--- config.mk ---
export PLATFORM = sky130hd
export DESIGN_NAME = seg_scan_display
export DESIGN_NICKNAME = d
export VERILOG_FILES = /design/src/rtl/seg_pkg.sv /design/src/rtl/bin2bcd_seq.sv /design/src/rtl/seg_scan_display.sv
export SDC_FILE = /design/constraint.sdc
export NUM_CORES = 1
export LEC_CHECK = 0
export CORE_MARGIN = 3
export CORE_UTILIZATION = 30
export CTS_CLUSTER_DIAMETER = 100
export CTS_CLUSTER_SIZE = 16
export DETAILED_ROUTE_END_ITERATION = 10
export PLACE_DENSITY = 0.53
export RECOVER_POWER = 25
export SKIP_CTS_REPAIR_TIMING = 1
export SYNTH_ARGS = -nofsm -noshare
export SYNTH_HDL_FRONTEND = slang
export SYNTH_SLANG_ARGS = --single-unit
--- constraint.sdc ---
create_clock -name clk -period 3.45 [get_ports clk]
set_clock_uncertainty 0.1 [all_clocks]
set_input_delay 0.69 -clock clk [delete_from_list [all_inputs] [get_ports clk]]
set_output_delay 0.69 -clock clk [all_outputs]
set_load 0.01 [all_outputs]
--- src/rtl/seg_pkg.sv ---
// seg_pkg: shared 7-segment codes, digit count and converter state encoding.
package seg_pkg;
  localparam int NUM_DIGITS = 4;
  localparam logic [6:0] SEG_0 = 7'b0111111;
  localparam logic [6:0] SEG_1 = 7'b0000110;
  localparam logic [6:0] SEG_2 = 7'b1011011;
  localparam logic [6:0] SEG_3 = 7'b1001111;
  localparam logic [6:0] SEG_4 = 7'b1100110;
  localparam logic [6:0] SEG_5 = 7'b1101101;
  localparam logic [6:0] SEG_6 = 7'b1111101;
  localparam logic [6:0] SEG_7 = 7'b0000111;
  localparam logic [6:0] SEG_8 = 7'b1111111;
  localparam logic [6:0] SEG_9 = 7'b1101111;
  localparam logic [6:0] SEG_DASH = 7'b1000000;
  localparam logic [6:0] SEG_BLANK = 7'b0000000;
  typedef enum logic [1:0] {IDLE = 2'd0, CONV = 2'd1, DONE = 2'd2} state_t;
  function automatic logic [6:0] seg_code(input logic [3:0] d);
    case (d)
      4'd0: return SEG_0;
      4'd1: return SEG_1;
      4'd2: return SEG_2;
      4'd3: return SEG_3;
      4'd4: return SEG_4;
      4'd5: return SEG_5;
      4'd6: return SEG_6;
      4'd7: return SEG_7;
      4'd8: return SEG_8;
      4'd9: return SEG_9;
      default: return SEG_BLANK;
    endcase
  endfunction
endpackage

--- src/rtl/bin2bcd_seq.sv ---
// bin2bcd_seq: iterative 16-bit to 5-nibble double-dabble, 16 steps plus one commit cycle.
module bin2bcd_seq
  import seg_pkg::*;
(
  input  logic        clk,
  input  logic        rst,
  input  logic        start,
  input  logic [15:0] bin,
  output logic        busy,
  output logic        done,
  output logic [19:0] bcd
);
  state_t state, state_n;
  logic [15:0] sr;
  logic [19:0] acc, adj;
  logic [3:0] step;
  for (genvar i = 0; i < 5; i++) begin : g_adj
    assign adj[4*i +: 4] = acc[4*i +: 4] >= 4'd5 ? acc[4*i +: 4] + 4'd3 : acc[4*i +: 4];
  end
  always_comb begin
    state_n = IDLE;
    state_n = state == IDLE ? (start ? CONV : IDLE) :
              state == CONV ? (step == 4'd15 ? DONE : CONV) : IDLE;
  end
  always_ff @(posedge clk) state <= rst ? IDLE : state_n;
  always_ff @(posedge clk) begin
    if (rst) begin
      sr <= '0;
      acc <= '0;
      step <= '0;
    end else if (state == IDLE && start) begin
      sr <= bin;
      acc <= '0;
      step <= '0;
    end else if (state == CONV) begin
      {acc, sr} <= {adj[18:0], sr, 1'b0};
      step <= step + 4'd1;
    end
  end
  assign busy = state != IDLE;
  assign done = state == DONE;
  assign bcd = acc;
endmodule

--- src/rtl/seg_scan_display.sv ---
// seg_scan_display: captures a value, converts it to BCD and scans it onto a 4-digit 7-segment display.
module seg_scan_display
  import seg_pkg::*;
#(
  parameter int SCAN_DIV = 50000,
  parameter bit SEG_INV = 1'b0
) (
  input  logic        clk,
  input  logic        rst,
  input  logic        load,
  input  logic [15:0] value,
  output logic        busy,
  output logic        ovf,
  output logic [6:0]  out1,
  output logic        led1,
  output logic        led2,
  output logic        led3,
  output logic        led4
);
  localparam int CW = $clog2(SCAN_DIV);
  logic done;
  logic [19:0] bcd;
  logic [CW-1:0] cnt;
  logic [1:0] idx, idx_n;
  logic [4*NUM_DIGITS-1:0] dig, dig_n;
  logic ovf_r, ovf_n, tc;
  logic [6:0] seg;
  logic [3:0] en;
  bin2bcd_seq u_conv (
    .clk(clk),
    .rst(rst),
    .start(load),
    .bin(value),
    .busy(busy),
    .done(done),
    .bcd(bcd)
  );
  assign tc = cnt == CW'(SCAN_DIV - 1);
  assign idx_n = tc ? idx + 2'd1 : idx;
  assign dig_n = done ? bcd[15:0] : dig;
  assign ovf_n = done ? |bcd[19:16] : ovf_r;
  // Segments and enables are both registered from next-cycle index/digits so they switch together.
  always_ff @(posedge clk) begin
    if (rst) begin
      cnt <= '0;
      idx <= '0;
      dig <= '0;
      ovf_r <= 1'b0;
      seg <= SEG_0;
      en <= 4'b0001;
    end else begin
      cnt <= tc ? '0 : cnt + 1'b1;
      idx <= idx_n;
      dig <= dig_n;
      ovf_r <= ovf_n;
      seg <= ovf_n ? SEG_DASH : seg_code(dig_n[{~idx_n, 2'b00} +: 4]);
      en <= 4'b0001 << idx_n;
    end
  end
  assign ovf = ovf_r;
  assign out1 = SEG_INV ? ~seg : seg;
  assign {led4, led3, led2, led1} = SEG_INV ? ~en : en;
endmodule
==> impl_metrics.tcl, run 1 <==
set metrics [dict create \
    status "completed" \
    post_drt_wl_per_cell_um 12.6 \
    critPathMaxStageDelay_ns 0.64 \
    grt.met1_usage_pct 15.5 \
    arrival_ns 3.42 \
    grtUsageTotal_pct 11.7 \
    top_usage_layer "met2" \
    avgViaCountPerCell 4.81 \
    end_kind "flip-flop" \
    die_area_um2 15800 \
    crit_path_start_kind "flip-flop" \
    fin_setup_tns_ns 0 \
    remaining_drc_errors 0 \
    grt_pass1_vias 3195 \
    period_needed_ns 3.30 \
    met2_usage_pct 18.5 \
    hp-class "flip-flop to flip-flop" \
    power_density_nw_per_um2 444 \
    htree_levels 3 \
    ios 32 \
    worstPathRequired_ns 3.57 \
    die_y_um 126 \
    clk_latency_ns 0.34 \
    diodes 0 \
    setup_viol 0 \
    yosysWarnings 0 \
    fin_util_pct 35.9 \
    cap_viol_max_count 0 \
    rsz0062_at_grt "no" \
    cts_tree "yes" \
    ant_nets 0 \
    drive_gt1_share_pct 6.92 \
    cts_buffers 9 \
    cts-root-buf "clkbuf_16" \
    crit_slowest_cell "mux4_1" \
    hold_path_depth 1 \
    holdCritStartpoint "cnt[0]$_SDFF_PP0_" \
    crit_path_frequent_cell "ha_1" \
    cp_cell_sequence "ha_1, and3_4, and4_1, xnor2_1, mux4_1, mux2i_1, inv_1, ha_1, and4_4, or4_1" \
    timing.rr.end "out1[4]$_SDFF_PP1_" \
    cts.sinks 88 \
    finalHoldViolations 0 \
    grt_max_degree 37 \
    row_count 43 \
    grt_use_met3_pct 2.29 \
    netlist_instances 508 \
    syn_avg_cell_area_um2 8.48 \
    area_growth_syn_to_layout_pct 16.7 \
    dp_hpwl_mm 6.36 \
    post_synth_num_cell_types 50 \
    dr.first_iter.drc_count 232 \
    synth_top_area_share_pct 40.9 \
    cp_max_fo 5 \
    async_reset_ff_share_pct 0 \
    vias 3440 \
    synth-seq-cells 88 \
    final_min_period_over_clock_period_pct 95.6 \
    num-nets-final 567 \
    max-slew-margin-rel_pct 29.8 \
    ir_worst_vdd_uv 209 \
    p_leak_nw 1.86 \
    slew_viol_final 0 \
    start_util_pct 30.8 \
    die_width_um 126 \
    synth_most_common_cell "dfxtp_1" \
    gp_congestion 0.777 \
    overflow 0 \
    hold-path-endpoint "cnt[0]$_SDFF_PP0_" \
    grt_pass1_wl_mm 15.2 \
    synthesis.area_um2 4310 \
    worst_pin_slew_ns 1.05 \
    ys_seq_area_share_pct 40.9 \
    fmax_ghz 0.303 \
    synth_top_cell_by_area "dfxtp_1" \
    syn_nets 545 \
    r2r_slack_ns 0.15 \
    wl_mm 9.01 \
    synthTopCellsByArea "dfxtp_1, nand2_1, a21oi_1" \
    clk_pin_slew_worst_paths_ns 0.06 \
    firstDrtPassIters 4 \
    core-area_um2 14000 \
    portBuffers 31 \
    worstSetupPathType "flip-flop to flip-flop" \
    yosys-top-cells-count "dfxtp_1, nand2_1, a21oi_1" \
    worstReg2RegStart "cnt[0]$_SDFF_PP0_" \
    ys.flop_type "dfxtp_1" \
    rr_worst_depth 10 \
    antenna_found_initial 0 \
    cts.path.max_buffers 2 \
    synth-edff-count 0 \
]
cells in the final DEF, fill, tap and decap left out, drive strengths merged, types with 3 or more instances in the layout:
cell type,netlist,routed
clkdlybuf4s50,0,29
nor4b,4,4
a22oi,17,17
nand3,16,16
nand2b,6,6
buf,7,8
mux2i,15,15
ha,18,18
and3,4,4
xor2,14,14
dfxtp,88,88
nand2,82,82
clkbuf,23,13
o21ai,23,23
o31ai,4,4
nand4,4,4
clkinvlp,0,3
inv,16,17
nor2,53,53
nor2b,4,4
and2,3,3
or2,3,3
nor3,8,8
a21oi,60,60
xnor2,13,13
per-layer routing:
layer  vias to the layer above  wire (um)
met5                         -          0
met4                         0        180
met3                        12        224
met2                        44       4120
met1                      1607       4480
li1                       1777          -
cells by family after synthesis:
logic type               synth area share (%)
AND/OR/NAND/NOR                          21.3
adder cells (fa/ha/maj)                  5.23
multiplexers                             4.91
flip-flops                               40.9
buffers and inverters                    6.16
XOR/XNOR                                 6.36
AO/OA/AOI/OAI                            15.1
registers in the layout (all words and copies together), names as in the netlist:
signal        flops
u_conv.bcd       20
ovf               1
idx               2
cnt              16
u_conv.sr        16
u_conv.step       4
en                4
dig              16
out1              7
u_conv.state      2
area by class of cell:
type,instances,area (um2)
Fill cell,1420,8960
Tap cell,180,225
Sequential cell,88,1760
Timing Repair Buffer,42,382
Inverter,16,62.6
Multi-Input combinational cell,373,2270
Clock buffer,10,239
Clock inverter,6,91.3
critical path, delay by kind of cell, from the launching register on:
family / cells / cell delay (ns)
mux: 2 / 0.83
simple gates: 4 / 1.00
flops: 1 / 0.32
buf+inv: 1 / 0.11
fa+ha+maj: 2 / 0.42
xor+xnor: 1 / 0.40
stage by stage:
stage | instance area [um2] | instances | worst slack (ns) | hold slack, ns | power (mW)
after global routing | 5030 | 715 | 0.00169 | 0.361 | 2.31
after global placement | 4730 | 699 | 0.286 | 0.323 | 1.18
after floorplan | 4310 | 508 | 0.145 | 0.313 | 1.14
final | 5030 | 715 | 0.153 | 0.349 | 2.23
after CTS | 5060 | 715 | 0.193 | 0.350 | 2.26
after detailed placement | 4730 | 699 | 0.201 | 0.341 | 1.18
report_power, final:
group | leakage (nW) | internal, mW | total (mW) | switching, mW
clock network | 0.151 | 0.657 | 1.07 | 0.417
registers | 0.713 | 1.03 | 1.04 | 0.0103
logic | 0.992 | 0.0448 | 0.112 | 0.0668
total | 1.86 | 1.74 | 2.23 | 0.494
worst max path at each step:
stage,start,end,slack [ns]
finish,cnt[0]$_SDFF_PP0_,out1[4]$_SDFF_PP1_,0.15
global placement,cnt[0]$_SDFF_PP0_,out1[4]$_SDFF_PP1_,0.29
floorplan,cnt[0]$_SDFF_PP0_,out1[4]$_SDFF_PP1_,0.14
global route,cnt[5]$_SDFF_PP0_,out1[4]$_SDFF_PP1_,0.002
detailed placement,cnt[0]$_SDFF_PP0_,out1[4]$_SDFF_PP1_,0.20
CTS,cnt[0]$_SDFF_PP0_,out1[4]$_SDFF_PP1_,0.19
Power figures use the tool's default switching activity.
==> run 2: changes to the inputs <==
--- a/config.mk
+++ b/config.mk
@@ -10,6 +10,7 @@
 export CTS_CLUSTER_DIAMETER = 100
 export CTS_CLUSTER_SIZE = 16
 export DETAILED_ROUTE_END_ITERATION = 10
+export GPL_ROUTABILITY_DRIVEN = 0
 export PLACE_DENSITY = 0.53
 export RECOVER_POWER = 25
 export SKIP_CTS_REPAIR_TIMING = 1
==> results of run 2 <==
Same layout as run 1: the final DEF is identical, and so are final timing and power.
==> run 3: changes to the inputs <==
--- a/config.mk
+++ b/config.mk
@@ -8,7 +8,7 @@
 export CORE_MARGIN = 3
 export CORE_UTILIZATION = 30
 export CTS_CLUSTER_DIAMETER = 100
-export CTS_CLUSTER_SIZE = 16
+export CTS_CLUSTER_SIZE = 24
 export DETAILED_ROUTE_END_ITERATION = 10
 export GPL_ROUTABILITY_DRIVEN = 0
 export PLACE_DENSITY = 0.53
==> results of run 3 <==
Same layout as run 1: the final DEF is identical, and so are final timing and power.
